[src/rtl/bcd_display_scan.sv]
// Four-digit multiplexed 7-segment scanner for a BCD value.
// A loaded value waits in a pending register and is promoted to the
// displayed register only at a frame wrap, or at any edge while scanning
// is disabled. This keeps a frame from mixing two values.
module bcd_display_scan #(
    parameter int PRESCALE = 50000,
    parameter int DEAD     = 16
) (
    input  logic        clk,
    input  logic        rst_n,
    input  logic        en,
    input  logic        load,
    input  logic [15:0] bcd_in,
    input  logic        blank_lz,
    output logic [6:0]  seg,
    output logic [3:0]  an,
    output logic        err,
    output logic        frame_done
);

    localparam logic [15:0] PMAX   = 16'(PRESCALE - 1);
    localparam logic [15:0] DEAD_C = 16'(DEAD);

    // Active-low gfedcba patterns; any non-BCD nibble shows "E".
    function automatic logic [6:0] seg_code(input logic [3:0] d);
        case (d)
            4'd0:    seg_code = 7'h40;
            4'd1:    seg_code = 7'h79;
            4'd2:    seg_code = 7'h24;
            4'd3:    seg_code = 7'h30;
            4'd4:    seg_code = 7'h19;
            4'd5:    seg_code = 7'h12;
            4'd6:    seg_code = 7'h02;
            4'd7:    seg_code = 7'h78;
            4'd8:    seg_code = 7'h00;
            4'd9:    seg_code = 7'h10;
            default: seg_code = 7'h06;
        endcase
    endfunction

    logic [15:0] pend_q, pend_d;
    logic        pend_v_q, pend_v_d;
    logic [15:0] disp_q, disp_d;
    logic [15:0] pcnt_q, pcnt_d;
    logic [1:0]  idx_q, idx_d;
    logic [6:0]  seg_q, seg_d;
    logic [3:0]  an_q, an_d;
    logic        err_q, err_d;
    logic        fd_q, fd_d;

    logic        slot_end;
    logic        wrap;
    logic [3:0]  lz;
    logic        blank;
    logic [3:0]  nib;

    // Slot timing, value promotion and the registered display outputs.
    always_comb begin
        slot_end = (pcnt_q == PMAX);
        wrap     = en && slot_end && (idx_q == 2'd3);

        pcnt_d = pcnt_q;
        idx_d  = idx_q;
        if (!en) begin
            pcnt_d = '0;
            idx_d  = '0;
        end else if (slot_end) begin
            pcnt_d = '0;
            idx_d  = idx_q + 2'd1;
        end else begin
            pcnt_d = pcnt_q + 16'd1;
        end

        fd_d = wrap;

        // A load coinciding with a promotion point bypasses pend entirely.
        pend_d   = pend_q;
        pend_v_d = pend_v_q;
        disp_d   = disp_q;
        if (!en || wrap) begin
            if (load) begin
                pend_d   = bcd_in;
                disp_d   = bcd_in;
                pend_v_d = 1'b0;
            end else if (pend_v_q) begin
                disp_d   = pend_q;
                pend_v_d = 1'b0;
            end
        end else if (load) begin
            pend_d   = bcd_in;
            pend_v_d = 1'b1;
        end

        // lz[k]: digits k..3 all zero; digit 0 is never blanked.
        lz[0] = 1'b0;
        lz[1] = (disp_q[15:4]  == 12'd0);
        lz[2] = (disp_q[15:8]  == 8'd0);
        lz[3] = (disp_q[15:12] == 4'd0);
        blank = blank_lz && lz[idx_q];
        nib   = disp_q[{idx_q, 2'b00} +: 4];

        seg_d = 7'h7F;
        an_d  = 4'hF;
        if (en && !blank) begin
            seg_d = seg_code(nib);
            if (pcnt_q >= DEAD_C)
                an_d[idx_q] = 1'b0;
        end

        err_d = (disp_q[3:0] > 4'd9) || (disp_q[7:4] > 4'd9) ||
                (disp_q[11:8] > 4'd9) || (disp_q[15:12] > 4'd9);
    end

    // State register; reset drops any pending value and blanks the display.
    always_ff @(posedge clk or negedge rst_n) begin
        if (!rst_n) begin
            pend_q   <= '0;
            pend_v_q <= 1'b0;
            disp_q   <= '0;
            pcnt_q   <= '0;
            idx_q    <= '0;
            seg_q    <= 7'h7F;
            an_q     <= 4'hF;
            err_q    <= 1'b0;
            fd_q     <= 1'b0;
        end else begin
            pend_q   <= pend_d;
            pend_v_q <= pend_v_d;
            disp_q   <= disp_d;
            pcnt_q   <= pcnt_d;
            idx_q    <= idx_d;
            seg_q    <= seg_d;
            an_q     <= an_d;
            err_q    <= err_d;
            fd_q     <= fd_d;
        end
    end

    assign seg        = seg_q;
    assign an         = an_q;
    assign err        = err_q;
    assign frame_done = fd_q;

endmodule

[config.mk]
export PLATFORM = sky130hd
export DESIGN_NAME = bcd_display_scan
export DESIGN_NICKNAME = d
export VERILOG_FILES = /design/src/rtl/bcd_display_scan.sv
export SDC_FILE = /design/constraint.sdc
export NUM_CORES = 1
export LEC_CHECK = 0
export CAP_MARGIN = 15
export CORE_MARGIN = 3
export CORE_UTILIZATION = 55
export DETAILED_ROUTE_END_ITERATION = 7
export PLACE_DENSITY = 0.78
export SLEW_MARGIN = 20
export SYNTH_ARGS = -nofsm -noshare
export SYNTH_HDL_FRONTEND = slang
export SYNTH_SLANG_ARGS = --single-unit
[constraint.sdc]
create_clock -name clk -period 2.3 [get_ports clk]
set_input_delay 0.23 -clock clk [delete_from_list [all_inputs] [get_ports clk]]
set_output_delay 0.23 -clock clk [all_outputs]
set_load 0.05 [all_outputs]
==> impl_metrics.toml, run 1 <==
[yosys]
synth-main-ff-cell = "dfrtp_1"
post_synth_instance_area_um2 = 3040
ys_seq_elements = 64
synth_nets = 275
yosysUniqueCellTypes = 36
synth_top_area_share = 0.436
async_reset_ff_frac = 1.00
syn_inst = 243
synth_area_leaders = "dfrtp_1 44%, dfstp_2 9.5%, mux2_2 8.9%, mux2_4 4.9%, ha_1 4.5%"
yosysWarnings = 0
synth_edf_count = 0
avgSynthCellArea_um2 = 12.5
netlist.top_cell.by_area = "dfrtp_1"
ys_seq_area_frac = 0.531

[route]
drt_wl_total_um = 5420
wl_per_cell_um = 15.0
via_per_inst = 5.51
firstDrtPassIters = 5
antenna_left = 0
drc_errors = 0
drtIter0Drc = 112
vias = 1988

[pwr]
power.switching_fraction = 0.266
leakage_nw = 1.58
irDropWorstVdd_v = 0.000607
p_switching_mw = 0.812
p_int_mw = 2.24
seqPwrFrac = 0.436
p_total_mw = 3.05
pwr_density_cell_nw_per_um2 = 815
p_comb_frac = 0.167
pwr-share-clk = 0.396

[sta]
fin_crit_sh = 0.901
finalSetupViolCount = 0
finalSetupTns_ns = 0
fin_crit_ns = 2.07
maxSlewViolCount = 0
tightest_slew_ns = 0.756
fmax_ghz = 0.482
rsz0062_at_grt = "no"
skew_ns = 0.00752
relSlewSlack = 0.494
finalHoldViolations = 0
layout_setup_ws_ns = 0.227

[cts]
clk_pin_slew_worst_paths_ns = 0.08
cts_tree = "built"
numCtsBuffers = 9
cts.path.max_buffers = 2
h-tree-depth = 3
cts_sinks = 64
cts_setup_buffers = 0
clock_latency_ns = 0.35
root_buffer = "clkbuf_8"

[placement]
dp_hpwl_um = 3970
gp_congestion = 0.816
place_ws_ns = 0.233
placed_area_um2 = 3480
portBuffers = 33

[setup_path]
cp.arrival_ns = 2.30
required_ns = 2.53
path_max_fanout = 16
cp-start-kind = "flip-flop"
slowest_stage = "dfrtp_1"
crit_chain = "ha_1, and3_1, nand4_2, o32ai_4, buf_12, mux2_2"
criticalPathCategory = "flip-flop to flip-flop"
cp_slowest_stage_delay_ns = 0.41
endpoint_kind = "flip-flop"

[cells_and_area]
area_growth_pct = 23.1
antennaDiodeCount = 0
multi_input_area_um2 = 1340
drive_gt1_frac = 0.265
regArea_um2 = 1620
final_area_um2 = 3740
nFillCells = 367
final_nets = 318

[status]
status = "completed"

[job]
drv_cap = 0

[floorplan]
io_pins = 34
die_x_um = 80.4
num_rows = 26
die_h_um = 80.4
core_um2 = 5240
dieArea_um2 = 6460
initial_core_util = 0.581

[worst_hold_path]
hold_path.class = "input pin to asynchronous set/reset pin"

[grt]
grt_pass1_vias = 1893
antenna_found_initial = 0
grt_pass1_wl_um = 9540
grt_util_all_layers = 0.198
grt_max_degree = 36
gr-total-overflow = 0
-- layout by cell type, fill, tap and decap left out, types with 2 or more instances in the layout --
master and n:
mux2_4 10, dfstp_2 11, buf_4 5, and4_1 4, bufinv_16 3, and3_1 4, o211ai_1 4, dfrtp_1 53
clkdlybuf4s50_1 32, nand3_1 12, or4_1 4, a21oi_1 7, nand4_1 8, ha_1 11, clkbuf_8 9, xnor2_1 8
mux4_2 4, xor2_1 3, o31ai_1 3, nand2_1 5, inv_1 11, buf_12 2, inv_6 3, nor4_1 4
o21ai_0 10, mux2_2 24, nor3_1 4, nor2_1 19
-- power groups by stage --
stage,clock network [mW],registers [mW],logic [mW]
after detailed placement,0,1.35,0.511
after floorplan,0,1.42,0.259
final,1.21,1.33,0.510
after global placement,0,1.34,0.501
after global routing,1.29,1.35,0.557
after CTS,1.23,1.33,0.516
-- worst paths after layout --
check,cells past startpoint,slack [ns],to,startpoint
max in group asynchronous,3,1.25,pcnt_q[1]$_DFF_PN0_,rst_n
min in group clk,1,0.50,pend_q[9]$_DFFE_PN0P_,pend_q[9]$_DFFE_PN0P_
hold / removal,2,0.45,pend_q[3]$_DFFE_PN0P_,rst_n
hold reg to reg,1,0.50,pend_q[9]$_DFFE_PN0P_,pend_q[9]$_DFFE_PN0P_
setup / recovery,6,0.23,disp_q[1]$_DFFE_PN0P_,pcnt_q[0]$_DFF_PN0_
setup reg to reg,6,0.23,disp_q[1]$_DFFE_PN0P_,pcnt_q[0]$_DFF_PN0_
-- metal layers --
layer  global-route usage  vias to the layer above  wire (um)
met5                    0                        -          0
met4               0.0760                        0         89
met3               0.0661                        7        352
met2                0.276                       59       2380
met1                0.287                      955       2600
li1                     -                      967          -
-- timing repair --
action	4_1_cts	5_1_grt
hold buffers	1	0
gates resized for setup	0	0
hold endpoints to repair	18	0
-- metrics by stage --
step,instances,hold slack [ns],util
global route,361,0.493,0.715
floorplan,243,-0.0656,-
detailed placement,344,0.292,0.665
global placement,344,0.287,0.665
finish,361,0.446,0.715
CTS,361,0.453,0.715
-- state kept, by name, summed over array words and instances (netlist names) --
name	flops
an	4
pend_q	16
idx_q	2
err	1
seg	7
frame_done	1
pcnt_q	16
disp_q	16
pend_v_q	1
-- worst max-delay path, delay by kind of cell, from the launching register on --
kind,cells,cell delay [ns]
DFF,1,0.41
muxes,1,0.35
and+or+nand+nor,2,0.43
AOI/OAI and AO/OA,1,0.33
adders and majority gates,1,0.23
buffers and inverters,1,0.20
-- logic make-up (layout without fill, tap and decap cells) --
group                    after synthesis  after routing  synth area share
buffers and inverters                 20             68            0.0292
flip-flops                            64             64             0.531
XOR/XNOR                              11             11            0.0317
AO/OA/AOI/OAI                         28             28            0.0609
AND/OR/NAND/NOR                       70             70             0.131
adder cells (fa/ha/maj)               11             11            0.0452
multiplexers                          39             39             0.171
-- cell usage after synthesis (2+ instances only) --
cell type  number
inv_1          11
and4_1          4
mux2_4         10
mux4_2          4
nand4_1         8
clkbuf_1        6
nor4_1          4
o21ai_0        10
xnor2_1         8
xor2_1          3
o31ai_1         3
ha_1           11
mux2_2         24
buf_2           2
o211ai_1        4
nor3_1          4
nor2_1         19
or4_1           4
dfrtp_1        53
dfstp_2        11
nand3_1        12
a21oi_1         7
nand2_1         5
and3_1          4
-- cell type report --
class,instances,share of cell area
Clock inverter,7,0.0334
Inverter,11,0.0110
Clock buffer,9,0.0331
Sequential cell,64,0.431
Multi-Input combinational cell,159,0.357
Timing Repair Buffer,41,0.110
Tap cell,70,0.0234
Power figures use the tool's default switching activity.
==> run 2: changes to the inputs <==
==> constraint.sdc (replaced) <==
create_clock -name clk -period 2.09 [get_ports clk]
set_input_delay 0.209 -clock clk [delete_from_list [all_inputs] [get_ports clk]]
set_output_delay 0.209 -clock clk [all_outputs]
set_load 0.05 [all_outputs]
==> impl_metrics.toml, run 2 (synthesized netlist as in run 1, its figures left out) <==
[cells_and_area]
final_cell_mix = "52 x dfrtp_1, 32 x clkdlybuf4s50_1, 24 x mux2_2"
mostFrequentLayoutCell = "dfrtp_1"
finish.utilization = 0.710
area_growth_pct = 22.2
antennaDiodeCount = 0
drive_gt1_frac = 0.272
final_cell_count_no_fill = 364
final_nets = 321
reg.largest.list = "disp_q: 16 flops, pcnt_q: 16 flops, pend_q: 16 flops"

[sta]
finalHoldViolations = 0
skew_ns = 0.00990
rsz0062_at_grt = "no"
finalSetupViolCount = 0
finalSetupTns_ns = 0
tightest_slew_ns = 0.781
fmax_ghz = 0.507
fin_crit_sh = 0.943
relSlewSlack = 0.477
maxSlewViolCount = 0
fin_crit_ns = 1.97

[placement]
gp_congestion = 0.858
dp_hpwl_um = 4120
portBuffers = 33
dpl.cell_count = 347

[route]
via_per_inst = 5.46
drtIter0Drc = 119
antenna_left = 0
wl_per_cell_um = 15.8
drt_wl_total_um = 5760
firstDrtPassIters = 4
drc_errors = 0
vias = 1986

[status]
status = "completed"

[grt]
grt_pass1_vias = 2032
grt_pass1_wl_um = 9840
grt_max_degree = 65
grt_util_all_layers = 0.206
gr-total-overflow = 0
antenna_found_initial = 0

[cts]
numCtsBuffers = 9
h-tree-depth = 3
cts.path.max_buffers = 2
root_buffer = "clkbuf_8"
clk_pin_slew_worst_paths_ns = 0.07
cts_tree = "built"
cts_sinks = 64
cts_setup_buffers = 0
clock_latency_ns = 0.35

[setup_path]
cp.arrival_ns = 2.20
path_max_fanout = 16
endpoint_kind = "flip-flop"
crit_chain = "ha_1, and3_1, nand4_2, o32ai_4, buf_12, mux2_2"
criticalPathCategory = "flip-flop to flip-flop"
required_ns = 2.32
critPathTopFamily = "flip-flops"
cp_slowest_stage_delay_ns = 0.41
slowest_stage = "dfrtp_1"
cp-start-kind = "flip-flop"
critPathBufInv = 1

[floorplan]
core_um2 = 5240
die_x_um = 80.4
dieArea_um2 = 6460
num_rows = 26
initial_core_util = 0.581
die_h_um = 80.4
io_pins = 34

[pwr]
leakage_nw = 1.57
irDropWorstVdd_v = 0.000634
pwr_density_cell_nw_per_um2 = 832

[job]
drv_cap = 0

[worst_hold_path]
hold_path.class = "input pin to asynchronous set/reset pin"
[run 2: layer usage]
layer / share of wire / GRT usage / vias up
li1: - / - / 969
met1: 0.48 / 0.273 / 970
met2: 0.46 / 0.303 / 40
met3: 0.048 / 0.0807 / 7
met4: 0.016 / 0.0828 / 0
met5: 0 / 0 / -
[run 2: where the power goes]
group | switching (mW) | internal, mW
Clock | 0.473 | 0.581
Sequential | 0.0873 | 1.38
Combinational | 0.291 | 0.277
Total | 0.851 | 2.24
[run 2: worst paths after layout]
check | from | endpoint | slack [ns] | cells after the start
max | pcnt_q[0]$_DFF_PN0_ | disp_q[3]$_DFFE_PN0P_ | 0.12 | 6
min | rst_n | pcnt_q[13]$_DFF_PN0_ | 0.42 | 3
max reg2reg | pcnt_q[0]$_DFF_PN0_ | disp_q[3]$_DFFE_PN0P_ | 0.12 | 6
min reg2reg | pend_q[6]$_DFFE_PN0P_ | pend_q[6]$_DFFE_PN0P_ | 0.50 | 1
max in group asynchronous | rst_n | seg[6]$_DFF_PN1_ | 1.38 | 3
min in group clk | bcd_in[4] | pend_q[4]$_DFFE_PN0P_ | 0.49 | 2
[run 2: area by class of cell]
class	count	area, um^2
sequential	64	1620
fill	383	1520
multi-input combinational	159	1340
timing repair buffer	44	435
clock buffer	11	141
tap	70	87.6
clock inverter	5	56.3
inverter	11	41.3
[run 2: tightest hold or removal path: cells and delay by family]
kind                   cells  cell delay [ns]
buffers and inverters      3             0.94
[run 2: metrics by stage]
| step | total power [mW] | hold slack, ns | setup slack, ns | instance area, um^2 |
|---|---|---|---|---|
| CTS | 3.12 | 0.416 | 0.0703 | 3710 |
| global placement | 2.03 | 0.243 | 0.168 | 3510 |
| finish | 3.09 | 0.416 | 0.119 | 3720 |
| global route | 3.24 | 0.439 | 0.00598 | 3720 |
| detailed placement | 2.06 | 0.243 | 0.0885 | 3510 |
| floorplan | 1.85 | -0.0866 | 0.0694 | 3040 |
[run 2: timing repair]
item / 4_1_cts / 5_1_grt
endpoints found under the hold margin: 53 / 0
endpoints found under the setup margin: 0 / 6
gates resized for setup: 0 / 1
hold buffers: 1 / 0
==> run 3: changes to the inputs <==
--- a/config.mk
+++ b/config.mk
@@ -6,8 +6,9 @@
 export NUM_CORES = 1
 export LEC_CHECK = 0
 export CAP_MARGIN = 15
-export CORE_MARGIN = 3
+export CORE_MARGIN = 1
 export CORE_UTILIZATION = 55
+export CTS_CLUSTER_SIZE = 24
 export DETAILED_ROUTE_END_ITERATION = 7
 export PLACE_DENSITY = 0.78
 export SLEW_MARGIN = 20
==> impl_metrics.toml, run 3 (synthesized netlist as in run 1, its figures left out) <==
[floorplan]
io_pins = 34
die_x_um = 76.4
initial_core_util = 0.584
num_rows = 26
core_um2 = 5200
die_h_um = 76.4
dieArea_um2 = 5830

[grt]
grt_util_met3 = 0.0659
grt_max_degree = 34
grt_use_met1 = 0.312
grt-busiest-layer = "met2"
grt_util_all_layers = 0.226
met2_usage = 0.334
gr-total-overflow = 0
antenna_found_initial = 0
grt_pass1_wl_um = 9920
grt_pass1_vias = 2075

[worst_hold_path]
hold_path.class = "input pin to asynchronous set/reset pin"

[placement]
placed_area_um2 = 3520
portBuffers = 33
dpl.cell_count = 350
gp_congestion = 0.809
dp_hpwl_um = 4080

[route]
antenna_left = 0
firstDrtPassIters = 7
drc_errors = 0
via_per_inst = 5.62
vias = 2062
drtIter0Drc = 132
drt_wl_total_um = 5830
wl_per_cell_um = 15.9

[cells_and_area]
final_cell_count_no_fill = 367
mostFrequentLayoutCell = "dfrtp_1"
final_nets = 324
area_growth_pct = 24.2
reg.largest.list = "disp_q: 16 flops, pcnt_q: 16 flops, pend_q: 16 flops"
antennaDiodeCount = 0
nFillCells = 363
final_cell_mix = "52 x dfrtp_1, 32 x clkdlybuf4s50_1, 24 x mux2_2"
final_area_um2 = 3780
drive_gt1_frac = 0.290

[pwr]
leakage_nw = 1.60
p_total_mw = 3.32
irDropWorstVdd_v = 0.000618
pwr_density_cell_nw_per_um2 = 879

[setup_path]
crit_chain = "nor4_4, nand4_2, o32ai_4, buf_12, mux2_2"
criticalPathCategory = "flip-flop to flip-flop"
path_max_fanout = 16
required_ns = 2.32
endpoint_kind = "flip-flop"
cp.arrival_ns = 2.19
cp_slowest_stage_delay_ns = 0.45
cp-start-kind = "flip-flop"
critPathBufInv = 1
critPathTopFamily = "simple AND/OR/NAND/NOR gates"
slowest_stage = "dfrtp_1"

[sta]
skew_ns = 0.00545
relSlewSlack = 0.494
finalSetupTns_ns = 0
finalHoldViolations = 0
rsz0062_at_grt = "no"
fin_crit_sh = 0.938
finalSetupViolCount = 0
fin_crit_ns = 1.96
fmax_ghz = 0.510
fin_hold_ws_ns = 0.417
maxSlewViolCount = 0
tightest_slew_ns = 0.755

[cts]
clock_latency_ns = 0.34
clk_pin_slew_worst_paths_ns = 0.07
cts.path.max_buffers = 2
numCtsBuffers = 9
cts_tree = "built"
root_buffer = "clkbuf_8"
h-tree-depth = 3
cts_sinks = 64

[job]
drv_cap = 0

[status]
status = "completed"
## run 3: worst paths after layout
path	startpoint	endpoint	cells past startpoint	slack, ns
worst max-delay path	pcnt_q[10]$_DFF_PN0_	disp_q[4]$_DFFE_PN0P_	5	0.13
worst min-delay path	rst_n	disp_q[12]$_DFFE_PN0P_	3	0.42
worst max register to register	pcnt_q[10]$_DFF_PN0_	disp_q[4]$_DFFE_PN0P_	5	0.13
worst min register to register	pend_q[6]$_DFFE_PN0P_	pend_q[6]$_DFFE_PN0P_	1	0.50
max in group asynchronous	rst_n	seg[1]$_DFF_PN1_	3	1.34
min in group clk	bcd_in[6]	pend_q[6]$_DFFE_PN0P_	2	0.49
## run 3: timing repair
action	CTS	global route
hold buffers	1	0
endpoints found under the setup margin	0	6
buffers inserted	0	0
resized for setup	0	3
hold endpoints to repair	53	0
## run 3: tightest hold or removal path, delay by kind of cell
family / cells / cell delay, ns
buf+inv: 3 / 0.97
## run 3: area by class of cell
cell class,count,area (um^2),area share
Clock inverter,7,120,0.0318
Inverter,11,41.3,0.0109
Sequential cell,64,1620,0.428
Clock buffer,9,124,0.0328
Multi-Input combinational cell,159,1340,0.356
Tap cell,70,87.6,0.0232
Timing Repair Buffer,47,445,0.118
## run 3: per-stage QoR
step,setup WS (ns),util
6_report,0.130,0.726
5_1_grt,0.0254,0.726
4_1_cts,0.0685,0.725
3_5_place_dp,0.0797,0.676
3_3_place_gp,0.157,0.676
2_1_floorplan,0.0694,-
## run 3: layer usage
| metal | share of wire | up-vias |
|---|---|---|
| met5 | 0 | - |
| met4 | 0.015 | 0 |
| met3 | 0.068 | 9 |
| met2 | 0.45 | 78 |
| met1 | 0.46 | 1002 |
| li1 | - | 973 |
## run 3: power breakdown
part | internal, mW | leakage [nW] | switching, mW
Sequential | 1.38 | 0.775 | 0.0877
Clock | 0.793 | 0.119 | 0.492
Combinational | 0.276 | 0.709 | 0.291
